===== config.mk =====
export PLATFORM = sky130hd
export DESIGN_NAME = fifo_share_sched
export DESIGN_NICKNAME = d
export VERILOG_FILES = /design/src/rtl/fifo_share_sched.sv
export SDC_FILE = /design/constraint.sdc
export NUM_CORES = 1
export LEC_CHECK = 0
export ABC_AREA = 1
export BUFFER_PORTS_ARGS = -buffer_cell sky130_fd_sc_hd__clkbuf_2
export CAP_MARGIN = 20
export CORE_ASPECT_RATIO = 1.75
export CORE_MARGIN = 1
export CORE_UTILIZATION = 44
export CTS_CLUSTER_DIAMETER = 60
export CTS_CLUSTER_SIZE = 8
export DETAILED_ROUTE_END_ITERATION = 8
export PLACE_DENSITY = 0.93
export SKIP_LAST_GASP = 1
export SYNTH_ARGS = -nofsm -noshare
export SYNTH_HDL_FRONTEND = slang
export SYNTH_SLANG_ARGS = --single-unit
export TNS_END_PERCENT = 30

===== constraint.sdc =====
create_clock -name clk -period 2.4 [get_ports clk]
set_input_delay 0 -clock clk [delete_from_list [all_inputs] [get_ports clk]]
set_output_delay 0 -clock clk [all_outputs]
set_load 0.03 [all_outputs]

===== src/rtl/fifo_share_sched.sv =====
// Round-robin scheduler sharing one 64x16 FIFO between two writers and one reader.
// Push: same-cycle grant. Pop: grant at T, rd_valid at T+2. Requests are levels that wait for a grant.
// Backpressure: writers stall on full, the reader stalls on empty, and no grants issue in the readout cycle.
module fifo_share_sched #(
    parameter int DEPTH = 64,
    parameter int DW    = 16,
    parameter int CW    = 7
) (
    input  logic          clk,
    input  logic          rst,
    input  logic [1:0]    wr_req,
    input  logic [DW-1:0] wr_data0,
    input  logic [DW-1:0] wr_data1,
    output logic [1:0]    wr_gnt,
    input  logic          rd_req,
    output logic          rd_gnt,
    output logic [DW-1:0] rd_data,
    output logic          rd_valid,
    output logic          fifo_push,
    output logic          fifo_pop,
    output logic [DW-1:0] fifo_din,
    input  logic          fifo_empty,
    input  logic          fifo_full,
    input  logic          fifo_error,
    input  logic [DW-1:0] ram_q,
    output logic [CW-1:0] count,
    input  logic          err_clr,
    output logic          err_sticky
);

    typedef enum logic {IDLE, RD_WAIT} state_t;

    state_t     state, state_nxt;
    logic [1:0] rr_ptr, rr_ptr_nxt;
    logic [2:0] elig, gnt;
    logic       cnt_zero, cnt_full, flag_err;

    assign cnt_zero = (count == '0);
    assign cnt_full = (count == CW'(DEPTH));

    // Requester index 0=wr0, 1=wr1, 2=rd; gating on rst keeps every grant low during reset.
    always_comb begin
        elig = '0;
        if (!rst && state == IDLE) begin
            elig[0] = wr_req[0] && !fifo_full && !cnt_full;
            elig[1] = wr_req[1] && !fifo_full && !cnt_full;
            elig[2] = rd_req && !fifo_empty && !cnt_zero;
        end
    end

    always_comb begin
        gnt = '0;
        case (rr_ptr)
            2'd0: begin
                if (elig[0])      gnt = 3'b001;
                else if (elig[1]) gnt = 3'b010;
                else if (elig[2]) gnt = 3'b100;
            end
            2'd1: begin
                if (elig[1])      gnt = 3'b010;
                else if (elig[2]) gnt = 3'b100;
                else if (elig[0]) gnt = 3'b001;
            end
            default: begin
                if (elig[2])      gnt = 3'b100;
                else if (elig[0]) gnt = 3'b001;
                else if (elig[1]) gnt = 3'b010;
            end
        endcase
    end

    always_comb begin
        state_nxt  = state;
        rr_ptr_nxt = rr_ptr;
        wr_gnt     = gnt[1:0];
        rd_gnt     = gnt[2];
        fifo_push  = |gnt[1:0];
        fifo_pop   = gnt[2];
        fifo_din   = '0;
        if (gnt[0])
            fifo_din = wr_data0;
        else if (gnt[1])
            fifo_din = wr_data1;

        case (state)
            IDLE:    if (gnt[2]) state_nxt = RD_WAIT;
            RD_WAIT: state_nxt = IDLE;
            default: state_nxt = IDLE;
        endcase

        if (gnt[0])
            rr_ptr_nxt = 2'd1;
        else if (gnt[1])
            rr_ptr_nxt = 2'd2;
        else if (gnt[2])
            rr_ptr_nxt = 2'd0;
    end

    always_ff @(posedge clk or posedge rst) begin
        if (rst) begin
            state  <= IDLE;
            rr_ptr <= 2'd0;
        end else begin
            state  <= state_nxt;
            rr_ptr <= rr_ptr_nxt;
        end
    end

    // Flag consistency is only meaningful in IDLE; during readout the controller is mid-update.
    assign flag_err = fifo_error ||
                      (state == IDLE && ((cnt_zero != fifo_empty) || (cnt_full != fifo_full)));

    always_ff @(posedge clk or posedge rst) begin
        if (rst) begin
            count      <= '0;
            rd_data    <= '0;
            rd_valid   <= 1'b0;
            err_sticky <= 1'b0;
        end else begin
            if (fifo_push)
                count <= count + CW'(1);
            else if (fifo_pop)
                count <= count - CW'(1);

            rd_valid <= (state == RD_WAIT);
            if (state == RD_WAIT)
                rd_data <= ram_q;

            if (flag_err)
                err_sticky <= 1'b1;
            else if (err_clr)
                err_sticky <= 1'b0;
        end
    end

endmodule


# --- Word-level counts from Yosys, hierarchy flattened ---
# Index checks and enable logic that the tools add are counted.
classes:
  n_addsub: 2
  eq_ne: 4
  muxes: 22
  n_bitwise: 1
  reduce_logical: 21
ops:
  columns: ["op", "count"]
  rows:
  - ["$mux W16", 2]
  - ["$mux W3", 7]
  - ["$mux W7", 2]
  - ["$mux W2", 5]
  - ["$logic_and A1 B1 Y1", 8]
  - ["$add A7 B1 Y7 const B", 1]
  - ["$eq A7 B7 Y1 const B", 1]
  - ["$logic_not A7 Y1", 1]
  - ["$sub A7 B1 Y7 const B", 1]
  - ["$pmux W3 S2", 1]
  - ["$logic_not A1 Y1", 5]
  - ["$mux W1", 4]
  - ["$reduce_bool A2 Y1", 2]
  - ["$reduce_bool A3 Y1", 1]
  - ["$eq A2 B1 Y1 const B", 1]
  - ["$logic_not A2 Y1", 1]
  - ["$logic_or A1 B1 Y1", 2]
  - ["$ne A1 B1 Y1", 2]
  - ["$pmux W1 S2", 1]
  - ["$reduce_or A2 Y1", 1]
  - ["$not A1 Y1", 1]
word_totals:
  regBits: 28
  input_bits: 57
  out_inout_bits: 46
  wordCells: 56

# --- Longest topological paths before layout ---
logic_depth:
  word_depth: 11
  ltp_mapped: 23
  depth_no_buf: 22

# --- Worst setup path before layout ---
# OpenSTA, ideal clock, no wires.
synth_timing:
  kind: "flip-flop to flip-flop"
  startpoint: "register count[2]"
  endpoint: "register count[6]"
  setup_ps: 117
  arrival_ps: 2333
  t_required_ps: 2283
  path_slack_ps: -50
  path_stages_with_launch: 23
  n_path_buf: 1
  period_less_slack_ps: 2450
  path_cell_list: "dfrtp_1 inv_1 nand2_2 nor2_4 nand2_1 nand3_2 nand3_2 nand2_4 inv_4 nand2_4 buf_8 nand2_2 nand2_2 inv_1 ha_1 inv_1 nand2_1 nand3_1 nand2_1 nand3_1 nand2_1 nand2_1 nand2_1"
synth_via:
  elab_chain_len: 10
  elab_cells_between_ends: 24
  classes_between: "add/sub: 2; eq/ne: 1; mux: 13; reduce/logical: 8"
synth_rtl:
  columns: ["element", "line", "text"]
  rows:
  - ["start: declaration", "26", "output logic [CW-1:0] count,"]
  - ["start signal: assignment", "121", "count <= count + CW'(1);"]
  - ["start signal: assignment", "123", "count <= count - CW'(1);"]
  - ["$eq A7 B7 Y1", "39", "assign cnt_full = (count == CW'(DEPTH));"]
  - ["$logic_not A1 Y1", "45, 46", null]
  - ["$logic_and A1 B1 Y1 (on tied branches)", "45, 46", null]
  - ["$mux W3 (*)", "44", "if (!rst && state == IDLE) begin"]
  - ["$mux W1 / $mux W2 (equally long branches)", "62, 67", null]
  - ["$mux W3 / $mux W2 (equally long branches)", "61, 66", null]
  - ["$mux W3 (on tied branches)", "60, 65", null]
  - ["$pmux W3 S2 (*)", "53", "case (rr_ptr)"]
  - ["$reduce_or A2 Y1 (*)", "77", "fifo_push = |gnt[1:0];"]
  - ["named net fifo_push", "19", "output logic fifo_push,"]
  - ["$mux W7 / $reduce_bool A2 Y1 (equally long branches)", null, null]
# Mark *: on every way through the listed nets, which the timed path passes. The rest lies on a longest branch. The select of a mux whose other input is x is not followed.
# A chain may end at the register's enable or synchronous reset.

# --- Final worst setup path ---
layout_timing:
  startpoint: "register count[0]"
  endpoint: "output port fifo_din[8]"
layout_via:
  elab_chain_len: 10
  elab_cells_between_ends: 19
  classes_between: "eq/ne: 1; mux: 12; reduce/logical: 6"
layout_rtl:
  columns: ["element", "line", "text"]
  rows:
  - ["$eq A7 B7 Y1", "39", null]
  - ["$logic_not A1 Y1", "45, 46", null]
  - ["$logic_and A1 B1 Y1", "46", "elig[1] = wr_req[1] && !fifo_full && !cnt_full;"]
  - ["$mux W3 (*)", "44", null]
  - ["$mux W2", "67", "else if (elig[1]) gnt = 3'b010;"]
  - ["$mux W2", "66", "else if (elig[0]) gnt = 3'b001;"]
  - ["$mux W3", "65", "if (elig[2]) gnt = 3'b100;"]
  - ["$pmux W3 S2 (*)", "53", null]
  - ["$mux W16", "82", "else if (gnt[1])"]
  - ["$mux W16 (*)", "80", "if (gnt[0])"]
  - ["end: declaration", "21", "output logic [DW-1:0] fifo_din,"]
# Every way passes the cells marked *; elsewhere a longest branch is shown, timed or not.

==> run_results.csv <==
group,metric,value,unit
sta,hold_violations,0,
sta,period_needed,2.22,ns
cts,cts.sink_count,28,
logic_synthesis,synth_area,1750,um^2
sta,maxSlewHeadroom,69.8,%
logic_synthesis,seq_area_frac_synth,40.1,%
worst_setup_path,crit_path_end_kind,"output pin",
placed_design,dp_hpwl,3750,um
detailed_routing,vias,1952,
final_layout,drive_gt1_share,45.3,%
detailed_routing,drt_iter0_drc,35,
final_layout,fin_nets,410,
final_layout,layout_common_cells,"clkbuf_2 (102), nand2_1 (77), dfrtp_1 (23)",
final_layout,area_growth,50.9,%
logic_synthesis,yosysWarnings,0,
sta,finalCritPeriodShare,92.6,%
cts,clockBufferDepth,2,
floorplan,die_w,49.6,um
worst_setup_path,path_class,"flip-flop to output pin",
logic_synthesis,synth_area_per_cell,7.80,um^2
placed_design,placed_cells,372,
worst_setup_path,start_kind,"flip-flop",
global_routing,grt_pass1_vias,1874,
floorplan,start_util,45.6,%
global_routing,grt_max_degree,29,
worst_setup_path,worst-path-max-fanout,17,
worst_setup_path,arrival,2.22,ns
pwr,power_density,972,nW/um^2
cts,cts_made_buffers,3,
global_routing,grt_usage,24.8,%
detailed_routing,wl_per_cell,12.9,um
pwr,power_leakage,0.00152,uW
final_layout,design_area,2640,um^2
cts,clk_pin_slew,0.09,ns
worst_setup_path,required,2.40,ns
final_layout,fin_cells,399,
worst_setup_path,startpoint,"count[0]",
logic_synthesis,synth_seq_cells,28,
pwr,vdd_ir_drop_max,0.000757,V
min_path,min_path_type,"input port to asynchronous set/reset pin",
final_layout,final_common_cell,"clkbuf_2",
floorplan,die_area,4240,um^2
worst_setup_path,r2r-end,"count[6]",
detailed_routing,wl,5130,um
floorplan,num_io_pins,103,
flow_run,drv_cap,0,
detailed_routing,drc,0,
final_layout,diodes,0,
sta,hold_ws,0.253,ns
cts,clockRootBuffer,"clkbuf_8",
sta,skew,0.00300,ns
sta,final_max_slew_viol_count,0,
pwr,power.total,2560,uW
placed_design,placed_cell_area,2310,um^2
sta,rsz0062_at_grt,"false",
logic_synthesis,ys_types,31,
worst_setup_path,regToRegStartpoint,"count[0]",
floorplan,core_region_area,3830,um^2
logic_synthesis,syn-num-nets,282,
logic_synthesis,netlist_instances,224,
sta,setup_viol_count_final,0,
sta,fmax,450,MHz
detailed_routing,via_per_inst,4.89,
sta,tightest_slew,0.451,ns
cts,cts_tree,"built",
run_status,outcome,"finished clean",
detailed_routing,detail-route-antenna-nets,0,
sta,fin_setup_tns,0,ns
global_routing,grt-ovfl-total,0,
placed_design,gp_congestion,0.859,
cts,cts.htree.levels,1,
floorplan,die-height,85.3,um
global_routing,antenna_found_initial,0,
cts,clock_latency,0.27,ns
placed_design,port_buffers,102,
global_routing,grt_pass1_wl,8000,um
worst_setup_path,r2r_cells,21,
floorplan,num_rows,30,
detailed_routing,first_pass_iters,4,
worst_setup_path,r2r_slack,0.18,ns
## layout make-up
cell class              instances  area [um^2]
repair buffers                131          796
clock buffers                   4         45.0
fillers                       323         1190
well taps                      48         60.1
multi-input cells             160          918
flip-flops and latches         28          707
inverters                      28          109
## worst max-delay path: stages (launching register included)
cell,delay (ns)
dfrtp_2,0.42
inv_2,0.08
nand2_1,0.10
nor2_4,0.19
nand2_4,0.09
o211ai_1,0.10
inv_2,0.07
nand2_4,0.10
buf_4,0.16
clkinv_2,0.20
a22o_1,0.26
clkbuf_2,0.18
## cell families after synthesis
| group | Yosys count | share of synthesized area, % |
|---|---|---|
| flip-flops | 28 | 40.1 |
| buffers and inverters | 36 | 9.46 |
| AND/OR/NAND/NOR | 123 | 33.9 |
| XOR/XNOR | 4 | 2.44 |
| adder cells (fa/ha/maj) | 1 | 0.716 |
| AO/OA/AOI/OAI | 32 | 13.4 |
## power by group
part	total (uW)	leakage, uW	switching [uW]	internal [uW]
logic	1540	0.00116	1040	509
registers	756	0.000337	113	642
clock network	263	0.0000228	143	119
## per-layer routing
layer / global-route usage, % / part of all wire (%) / up-vias
met5: 0 / 0 / -
li1: - / - / 964
met2: 50.7 / 57 / 96
met3: 3.23 / 5.7 / 10
met4: 11.4 / 3.0 / 0
met1: 22.4 / 34 / 882
## flip-flops by register name, summed over array words and instances, names as in the netlist
name        count
rd_data        16
rd_valid        1
err_sticky      1
count           7
state           1
rr_ptr          2
## timing repair
action / in CTS / in global routing
gates cloned: 0 / 0
endpoints found under the hold margin: 17 / 28
pin swaps: 0 / 1
setup endpoints to repair: 16 / 10
setup buffers: 0 / 3
hold buffers: 18 / 1
gates resized for setup: 1 / 11
## how the worst max path moves through the flow
stage | depth (start not counted) | slack [ns] | to
after floorplan | 21 | 0.01 | count[6]
after detailed placement | 21 | 0.05 | count[6]
after CTS | 21 | 0.03 | count[6]
after global routing | 19 | 0.01 | count[6]
final | 11 | 0.18 | fifo_din[8]
after global placement | 21 | 0.13 | count[6]
## synthesized netlist by cell type
cell	instances	area share, %
a21oi_1	4	1.1
a21oi_2	1	0.50
a22o_1	16	8.0
a31oi_1	1	0.36
a41o_1	1	0.57
buf_2	1	0.29
buf_4	2	0.86
buf_6	1	0.64
buf_8	1	0.86
clkbuf_1	3	0.64
clkinv_1	2	0.43
dfrtp_1	28	40
ha_1	1	0.72
inv_1	19	4.1
inv_2	6	1.3
inv_4	1	0.36
nand2_1	81	17
nand2_2	8	2.9
nand2_4	3	1.9
nand3_1	12	3.4
nand3_2	4	2.3
nor2_1	9	1.9
nor2_2	1	0.36
nor2_4	3	1.9
nor2_8	1	1.1
nor3_2	1	0.57
o211ai_1	1	0.43
o21ai_0	7	2.0
o22ai_1	1	0.36
xor2_1	3	1.5
xor2_2	1	0.93
## per-stage QoR
step | worst slack (ns) | util, %
2_1_floorplan | 0.0127 | -
6_report | 0.178 | 68.8
4_1_cts | 0.0325 | 66.2
3_5_place_dp | 0.0521 | 60.3
5_1_grt | 0.0119 | 68.8
3_3_place_gp | 0.134 | 60.3
No activity file was read; power rests on OpenSTA's default activity.
